==> src/rtl/matmul_pkg.sv <==
// Shared state encoding, word width and row-major address helper for the
// matrix-multiply sequencer.
package matmul_pkg;

  localparam int WORD_W = 32;

  typedef enum logic [2:0] {
    IDLE     = 3'd0,
    FETCH_B  = 3'd1,
    FETCH_A  = 3'd2,
    WAIT_RDY = 3'd3,
    ISSUE    = 3'd4,
    WAIT_ROW = 3'd5,
    WRITE_C  = 3'd6,
    DONE     = 3'd7
  } state_e;

  // Row-major word address of (row, col) in a k-wide matrix; callers truncate to their width.
  function automatic logic [31:0] addr_calc(input logic [31:0] base, input logic [31:0] row,
                                            input logic [31:0] col, input logic [31:0] k);
    return base + row * k + col;
  endfunction

endpackage

==> src/rtl/matmul_addr_gen.sv <==
// Combinational row-major address generator: base + r*K + c, wrapping at AW bits.
module matmul_addr_gen
  import matmul_pkg::*;
#(
  parameter int K  = 2,
  parameter int AW = 16,
  parameter int CW = 2
) (
  input  logic [AW-1:0] i_base,
  input  logic [CW-1:0] i_r,
  input  logic [CW-1:0] i_c,
  output logic [AW-1:0] o_addr
);

  assign o_addr = AW'(addr_calc(32'(i_base), 32'(i_r), 32'(i_c), 32'(K)));

endmodule

==> src/rtl/matmul_sequencer.sv <==
// Sequences one KxK FP32 product C = A*B: fetches B rows and A cells from word memory,
// hands (cell, row) pairs to the row-parallel datapath and writes accumulated rows back.
module matmul_sequencer
  import matmul_pkg::*;
#(
  parameter int K  = 2,
  parameter int AW = 16
) (
  input  logic              clk,
  input  logic              rst,
  input  logic              start,
  input  logic [AW-1:0]     base_a,
  input  logic [AW-1:0]     base_b,
  input  logic [AW-1:0]     base_c,
  output logic              busy,
  output logic              done,
  output logic [AW-1:0]     mem_addr,
  output logic              mem_rd_en,
  input  logic [WORD_W-1:0] mem_rdata,
  output logic              mem_wr_en,
  output logic [WORD_W-1:0] mem_wdata,
  output logic [WORD_W*K-1:0] dp_row,
  output logic              dp_row_stb,
  input  logic              dp_row_ack,
  output logic [WORD_W-1:0] dp_cell,
  output logic              dp_cell_stb,
  input  logic              dp_cell_ack,
  input  logic              dp_ready,
  input  logic [WORD_W*K-1:0] dp_out_row,
  input  logic              dp_out_stb
);

  localparam int CW = $clog2(K + 1);
  localparam int RW = WORD_W * K;
  localparam logic [CW-1:0] KC  = CW'(K);
  localparam logic [CW-1:0] KM1 = CW'(K - 1);

  state_e              r_state;
  logic [AW-1:0]       r_base_a;
  logic [AW-1:0]       r_base_b;
  logic [AW-1:0]       r_base_c;
  logic [CW-1:0]       r_i;
  logic [CW-1:0]       r_j;
  logic [CW-1:0]       r_n;
  logic                r_rdy_f;
  logic                r_row_acked;
  logic                r_cell_acked;
  logic                r_rd_issued;
  logic                r_rd_cell_p0;
  logic [CW-1:0]       r_rd_lane_p0;
  logic                r_rd_vld_p1;
  logic                r_rd_cell_p1;
  logic [CW-1:0]       r_rd_lane_p1;
  logic [RW-1:0]       r_row;
  logic [RW-1:0]       r_wb;
  logic [WORD_W-1:0]   r_cell;
  logic                r_row_stb;
  logic                r_cell_stb;
  logic                r_busy;
  logic                r_done;
  logic [AW-1:0]       r_mem_addr;
  logic                r_mem_rd_en;
  logic                r_mem_wr_en;
  logic [WORD_W-1:0]   r_mem_wdata;

  logic [AW-1:0]       w_ag_base;
  logic [CW-1:0]       w_ag_r;
  logic [CW-1:0]       w_ag_c;
  logic [AW-1:0]       w_ag_addr;
  logic                w_row_done;
  logic                w_cell_done;
  logic                w_rdy;

  // One shared address generator; the operand set follows the current phase.
  always_comb begin
    w_ag_base = r_base_b;
    w_ag_r    = r_j;
    w_ag_c    = r_n;
    case (r_state)
      FETCH_A: begin
        w_ag_base = r_base_a;
        w_ag_r    = r_i;
        w_ag_c    = r_j;
      end
      WRITE_C: begin
        w_ag_base = r_base_c;
        w_ag_r    = r_i;
        w_ag_c    = r_n;
      end
      default: ;
    endcase
  end

  matmul_addr_gen #(
    .K  (K),
    .AW (AW),
    .CW (CW)
  ) u_addr_gen (
    .i_base (w_ag_base),
    .i_r    (w_ag_r),
    .i_c    (w_ag_c),
    .o_addr (w_ag_addr)
  );

  assign w_row_done  = r_row_acked  | (r_row_stb  & dp_row_ack);
  assign w_cell_done = r_cell_acked | (r_cell_stb & dp_cell_ack);
  assign w_rdy       = r_rdy_f | dp_ready;

  always_ff @(posedge clk) begin
    if (rst) begin
      r_state      <= IDLE;
      r_base_a     <= '0;
      r_base_b     <= '0;
      r_base_c     <= '0;
      r_i          <= '0;
      r_j          <= '0;
      r_n          <= '0;
      r_rdy_f      <= 1'b0;
      r_row_acked  <= 1'b0;
      r_cell_acked <= 1'b0;
      r_rd_issued  <= 1'b0;
      r_rd_cell_p0 <= 1'b0;
      r_rd_lane_p0 <= '0;
      r_rd_vld_p1  <= 1'b0;
      r_rd_cell_p1 <= 1'b0;
      r_rd_lane_p1 <= '0;
      r_row        <= '0;
      r_cell       <= '0;
      r_row_stb    <= 1'b0;
      r_cell_stb   <= 1'b0;
      r_busy       <= 1'b0;
      r_done       <= 1'b0;
      r_mem_addr   <= '0;
      r_mem_rd_en  <= 1'b0;
      r_mem_wr_en  <= 1'b0;
      r_mem_wdata  <= '0;
    end else begin
      r_mem_rd_en <= 1'b0;
      r_mem_wr_en <= 1'b0;
      r_mem_addr  <= '0;
      r_mem_wdata <= '0;
      r_done      <= 1'b0;

      // p0 -> p1: memory answers one cycle after the read strobe, captured here.
      r_rd_vld_p1  <= r_mem_rd_en;
      r_rd_cell_p1 <= r_rd_cell_p0;
      r_rd_lane_p1 <= r_rd_lane_p0;
      if (r_rd_vld_p1) begin
        if (r_rd_cell_p1) r_cell <= mem_rdata;
        else              r_row[WORD_W*r_rd_lane_p1 +: WORD_W] <= mem_rdata;
      end

      case (r_state)
        IDLE: begin
          if (start) begin
            r_base_a <= base_a;
            r_base_b <= base_b;
            r_base_c <= base_c;
            r_i      <= '0;
            r_j      <= '0;
            r_n      <= '0;
            r_busy   <= 1'b1;
            r_state  <= FETCH_B;
          end
        end
        FETCH_B: begin
          if (r_n != KC) begin
            r_mem_rd_en  <= 1'b1;
            r_mem_addr   <= w_ag_addr;
            r_rd_cell_p0 <= 1'b0;
            r_rd_lane_p0 <= r_n;
            r_n          <= r_n + CW'(1);
          end
          if (r_rd_vld_p1 && !r_rd_cell_p1 && r_rd_lane_p1 == KM1) begin
            r_rd_issued <= 1'b0;
            r_state     <= FETCH_A;
          end
        end
        FETCH_A: begin
          if (!r_rd_issued) begin
            r_mem_rd_en  <= 1'b1;
            r_mem_addr   <= w_ag_addr;
            r_rd_cell_p0 <= 1'b1;
            r_rd_issued  <= 1'b1;
          end else if (r_rd_vld_p1 && r_rd_cell_p1) begin
            r_state <= WAIT_RDY;
          end
        end
        WAIT_RDY: begin
          if (w_rdy) begin
            r_row_stb    <= 1'b1;
            r_cell_stb   <= 1'b1;
            r_row_acked  <= 1'b0;
            r_cell_acked <= 1'b0;
            r_state      <= ISSUE;
          end
        end
        ISSUE: begin
          if (r_row_stb && dp_row_ack) begin
            r_row_stb   <= 1'b0;
            r_row_acked <= 1'b1;
          end
          if (r_cell_stb && dp_cell_ack) begin
            r_cell_stb   <= 1'b0;
            r_cell_acked <= 1'b1;
          end
          if (w_row_done && w_cell_done) begin
            r_rdy_f <= 1'b0;
            r_j     <= r_j + CW'(1);
            r_n     <= '0;
            r_state <= (r_j == KM1) ? WAIT_ROW : FETCH_B;
          end
        end
        WAIT_ROW: begin
          if (dp_out_stb) begin
            r_n     <= '0;
            r_state <= WRITE_C;
          end
        end
        WRITE_C: begin
          if (r_n != KC) begin
            r_mem_wr_en <= 1'b1;
            r_mem_addr  <= w_ag_addr;
            r_mem_wdata <= r_wb[WORD_W*r_n +: WORD_W];
            r_n         <= r_n + CW'(1);
          end else begin
            r_j <= '0;
            r_n <= '0;
            r_i <= r_i + CW'(1);
            if (r_i == KM1) begin
              r_busy  <= 1'b0;
              r_done  <= 1'b1;
              r_state <= DONE;
            end else begin
              r_state <= FETCH_B;
            end
          end
        end
        DONE: begin
          r_state <= IDLE;
        end
        default: r_state <= IDLE;
      endcase

      // A ready pulse wins over the clear at ISSUE completion.
      if (dp_ready) r_rdy_f <= 1'b1;
    end
  end

  always_ff @(posedge clk) begin
    if (r_state == WAIT_ROW && dp_out_stb) r_wb <= dp_out_row;
  end

  assign busy        = r_busy;
  assign done        = r_done;
  assign mem_addr    = r_mem_addr;
  assign mem_rd_en   = r_mem_rd_en;
  assign mem_wr_en   = r_mem_wr_en;
  assign mem_wdata   = r_mem_wdata;
  assign dp_row      = r_row;
  assign dp_row_stb  = r_row_stb;
  assign dp_cell     = r_cell;
  assign dp_cell_stb = r_cell_stb;

endmodule

==> config.mk <==
export PLATFORM = sky130hd
export DESIGN_NAME = matmul_sequencer
export DESIGN_NICKNAME = d
export VERILOG_FILES = /design/src/rtl/matmul_pkg.sv /design/src/rtl/matmul_addr_gen.sv /design/src/rtl/matmul_sequencer.sv
export SDC_FILE = /design/constraint.sdc
export NUM_CORES = 1
export LEC_CHECK = 0
export CAP_MARGIN = 25
export CORE_MARGIN = 10
export CORE_UTILIZATION = 51
export CTS_CLUSTER_DIAMETER = 100
export DETAILED_ROUTE_END_ITERATION = 8
export GPL_TIMING_DRIVEN = 0
export PLACE_DENSITY = 0.85
export SLEW_MARGIN = 20
export SYNTH_ARGS = -nofsm -noshare
export SYNTH_HDL_FRONTEND = slang
export SYNTH_SLANG_ARGS = --single-unit
==> constraint.sdc <==
create_clock -name clk -period 11.1 [get_ports clk]
set_clock_uncertainty 0.15 [all_clocks]
set_input_delay 1.11 -clock clk [delete_from_list [all_inputs] [get_ports clk]]
set_output_delay 1.11 -clock clk [all_outputs]
set_load 0.03 [all_outputs]
# Word-level counts from Yosys, hierarchy flattened
# Cells that the tools add are included.
# word_totals
regBits	282
wordCells	158
# classes
n_mux	55
reduce_logical	35
shifts	3
bitwise	8
eq_ne	24
n_addsub	6
# op_table
cell	count
$bwmux 64	1
$pmux 16 s2	2
$shift 32x34->64 const A	1
$shiftx 32x34->64	1
$shiftx 64x8->32	1
$neg 7->34	1
$mux 16	2
$mux 3	10
$ne 2x2->1 const B	14
$pmux 3 s8	1
$mux 2	10
$mux 1	18
$add 16x2->16	1
$add 16x3->16	1
$pmux 1 s2	8
$eq 3x3->1 const B	4
$reduce_and 2->1	6
$reduce_and 3->1	4
$pmux 2 s5	1
$reduce_bool 2->1	5
$reduce_and 4->1	2
$reduce_and 8->1	1
$logic_and 1x1->1	7
$add 2x1->2 const B	3
other kinds (15)	26

# Longest topological paths before layout
# logic_depth
depth_word	7
depth_mapped	16
depth_no_buf	13

# Hierarchy
# From an unflattened synthesis, not the netlist that was laid out.
# unflattened
hier_cells	1068
area_unflattened_um2	10537.6
# by_module_without_submodules
module	instances	cells_each	area_per_inst_um2	seq_area_each_um2
matmul_sequencer	1	1019	10139.7	6286.0
matmul_addr_gen	1	49	397.9	0.0

# Least setup slack after synthesis
# OpenSTA, ideal clock, no wires.
# synth_timing
path_kind	reg-to-reg
startpoint	reg r_state[2]
endpoint	reg r_mem_addr[11], in the netlist mem_addr[11]
slack_ns	7.418
stages_incl_launch_ff	17
path_buffers	4
t_arrival_ns	3.461
setup_ns	0.071
cell_sequence	dfxtp_1 > buf_2 > buf_2 > buf_2 > buf_1 > nor2_1 > nand2_1 > o21ai_0 > fa_1 > ha_1 > inv_1 > fa_1 > inv_1 > a21o_1 > nand3_1 > or4_1 > a21oi_1
# synth_via
elab_chain_len	7
word_cells_on_any_way	13
classes_between	add/sub (2); eq/ne (3); mux (6); reduce/logical (2)
# synth_rtl
item	line_no	rtl
start, declared	matmul_sequencer.sv:38	state_e r_state;
start signal, assigned	matmul_sequencer.sv:211	r_state <= (r_j == KM1) ? WAIT_ROW : FETCH_B;
$eq 3x3->1 / $eq 3x2->1 (equally long branches)	matmul_sequencer.sv:79, matmul_sequencer.sv:153	
$reduce_or 2->1 (no line)	-	
$mux 2	matmul_sequencer.sv:79	case (r_state)
$add 16x3->16	matmul_pkg.sv:21	return base + row * k + col;
$add 16x2->16	matmul_pkg.sv:21	
$mux 16, on equally long branches	matmul_sequencer.sv:167, matmul_sequencer.sv:221, matmul_sequencer.sv:180	
$pmux 16 s2 *	matmul_sequencer.sv:153	case (r_state)
end signal, assigned	matmul_sequencer.sv:169	r_mem_addr <= w_ag_addr;
end signal, assigned	matmul_sequencer.sv:182	r_mem_addr <= w_ag_addr;
end signal, assigned	matmul_sequencer.sv:223	r_mem_addr <= w_ag_addr;
end, declared	matmul_sequencer.sv:61	logic [AW-1:0] r_mem_addr;
# Every way passes the cells marked *; elsewhere a longest branch is shown, timed or not.
# A chain may end at the register's enable or synchronous reset.

# Worst setup path after layout
# layout_timing
startpoint	reg r_state[2]
endpoint	reg r_mem_addr[15], in the netlist mem_addr[15]
# The elaborated chain is that of the path after synthesis.

==> reports/qor.txt <==
outcome -> finished clean
Die Ht -> 163 microns
largest net degree at the start of global routing -> 65
final setup fails -> 0
CP Capture Type -> register
Max IR drop VDD -> 0.194 mV
io pins -> 301
crit-path max cell delay -> 0.51 ns
worst path required time -> 11.40 ns
DRT antenna net count -> 0
Die W -> 163 microns
mean post-synth cell area -> 9.95 sq um
Fmax achieved -> 224 MHz
total gr overflow -> 0
Hold/Removal Path Class -> reg2reg
post-synth top area share -> 41.7%
Die Area -> 0.0266 sq mm
met1 WL -> 12600 microns
# DRC -> 0
CP Data Arrival Time -> 4.77 ns
Async S/R FF share, synth -> 0%
H-tree depth -> 1
DP Cell Count -> 1622
leading area contributor after synthesis -> dfxtp_1
net count after synthesis -> 1217
number of global-route vias before repair -> 9179
Cells after Synth -> 1051
Post-synth top cells -> dfxtp_1 (218), nand2_1 (208), a21oi_1 (127)
CTS buffer count -> 29
met2 WL -> 16600 microns
sequential element share of the synthesized area -> 60.1%
Crit Path Class -> reg2reg
YS warnings -> 0
Detailed Place HPWL -> 25400 microns
starting density of the core -> 51.7%
endpoints failing hold -> 0
ratio of cells with drive above 1 in the final layout -> 5.69%
slew margin rel. -> 27.9%
Vias/cell -> 5.42
Via Count -> 9090
min Tclk post-route -> 4.47 ns
final cell count without fillers -> 1678
number of I/O port buffers -> 299
WHS -> 0.300 ns
crit path buf inv count -> 6
first-pass GRT wire length -> 51600 microns
top post-synthesis cells by area -> dfxtp_1 (42%), edfxtp_1 (18%), nand2_1 (7.5%)
Critical-path top delay cell -> buf_1
Post-Route Setup TNS -> 0 ns
router iterations before antenna repair -> 8
Max-Cap Viols -> 0
Total GRT Usage -> 24.8%
Placer Congestion -> 0.925
cell with the most instances after synthesis -> dfxtp_1
starting DRC count in detailed routing -> 698
Resize count post-CTS -> 0
number of synthesized register bits -> 282
Area Growth Syn to Fin -> 41.8%
# rows -> 52
final core utilization -> 73.3%
RSZ-0062 raised after global routing -> no
Post-synth EDFFs -> 64
met3 wire len -> 3300 microns
Netlist Area Pre-Place -> 0.0105 sq mm
Core Box Area -> 0.0202 sq mm
Tot Pwr -> 0.00273 W
Distinct cells, synth -> 54
CP max FO -> 10
clock slew at reported path FFs -> 0.06 ns
crit-path leading delay family -> buffers and inverters
pins over their slew limit -> 0
Post-CTS Setup Inserts -> 0
Root Buffer -> clkbuf_16
nets -> 1550
Longest Clk Path Bufs -> 3
Least-Margin Pin Slew -> 1.07 ns
Worst setup SP type -> register
clk_lat worst skew -> 0.54 ns
Top Metal Used -> met4
Cell Chain, Critical Path -> buf_2, buf_2, buf_2, buf_1, mux2i_1, o21ai_0, fa_1, ha_1, inv_1, fa_1, inv_1, a21o_1, nand3_1, nor4_1, mux2i_1
final WL -> 34200 microns
Static Leakage -> 5.12 nW
Power Density -> 184 mW/mm^2
Post-synth top flop -> dfxtp_1
clock sink total -> 282
post-DR wirelength/cell -> 20.4 microns
cts hold-fix bufs -> 0
initial antenna violation count -> 0
CTS tree -> built
cell repeated most along the worst path -> buf_2
Final period util -> 40.2%
-- logic make-up (layout without fill, tap and decap cells) --
logic type      Yosys count  after routing  share of synthesized area (%)
flops                   282            282                           60.1
fa+ha+maj                15             15                           1.94
other cells               0              1                              0
simple gates            388            388                           15.8
compound gates          208            208                           11.7
buf+inv                  87            443                           3.39
xor+xnor                  7              7                          0.586
mux                      64             64                           6.39
-- cells in the final DEF (no fill, tap or decap), types with 4 or more instances in the layout --
cell / synthesis / layout
clkbuf_1: 63 / 72
and2_1: 4 / 4
clkbuf_16: 0 / 29
or4_1: 5 / 5
o21ai_0: 13 / 13
a21oi_1: 127 / 127
mux2i_1: 46 / 46
edfxtp_1: 64 / 64
nand2_1: 208 / 208
and3b_1: 4 / 4
inv_1: 15 / 15
a22oi_1: 42 / 42
dfxtp_1: 218 / 218
ha_1: 13 / 13
nor3_1: 6 / 6
mux2_2: 16 / 16
nor2b_1: 6 / 6
clkdlybuf4s50_1: 0 / 299
buf_2: 4 / 6
a211oi_1: 4 / 4
o31ai_1: 6 / 6
nand3_1: 29 / 29
clkbuf_8: 0 / 8
nor2_1: 101 / 101
xor2_1: 6 / 6
nor4_1: 4 / 4
-- layout make-up --
| class | count | area [sq um] |
|---|---|---|
| inverters | 15 | 56.3 |
| diodes | 1 | 2.50 |
| plain buffers | 72 | 298 |
| multi-input cells | 682 | 3820 |
| clock inverters | 7 | 114 |
| clock buffers | 47 | 877 |
| fillers | 1385 | 5410 |
| repair buffers | 302 | 3030 |
| well taps | 270 | 338 |
| flip-flops and latches | 282 | 6290 |
-- per-layer routing --
layer	GRT usage, %	vias to the layer above
li1	-	4287
met1	28.1	4274
met2	41.4	437
met3	8.05	92
met4	11.8	0
met5	0	-
-- per-stage QoR --
step	cell area (sq um)	setup WS (ns)
floorplan	10500	7.42
global placement	13800	6.79
detailed placement	13800	6.73
CTS	14800	6.69
global route	14800	6.40
finish	14800	6.63
-- state kept, by name, summed over array words and instances, names as in the netlist, 2 cells and up --
signal,cells
r_j,2
mem_wdata,32
r_i,2
mem_addr,16
r_rd_lane_p0,2
r_rd_lane_p1,2
dp_cell,32
dp_row,64
r_state,3
r_base_b,16
r_n,2
r_wb,64
r_base_c,16
r_base_a,16
-- power by group --
group	internal [W]	switching [W]
Clock	0.000607	0.000393
Sequential	0.00112	0.0000374
Combinational	0.000230	0.000344
Total	0.00196	0.000774
-- worst reg2reg max path, delay by kind of cell, from the launching register on --
kind / cells / cell delay (ns)
fa+ha+maj: 3 / 1.07
flops: 1 / 0.31
simple gates: 2 / 0.54
buf+inv: 6 / 1.45
compound gates: 2 / 0.26
mux: 2 / 0.60
-- final timing paths --
check                                 from           end  slack [ns]  depth (start not counted)
worst max-delay path            r_state[2]  mem_addr[15]        6.63                         15
worst min-delay path            dp_row[51]    dp_row[51]        0.30                          2
worst max register to register  r_state[2]  mem_addr[15]        6.63                         15
worst min register to register  dp_row[51]    dp_row[51]        0.30                          2
(Power assumes the default switching activity.)
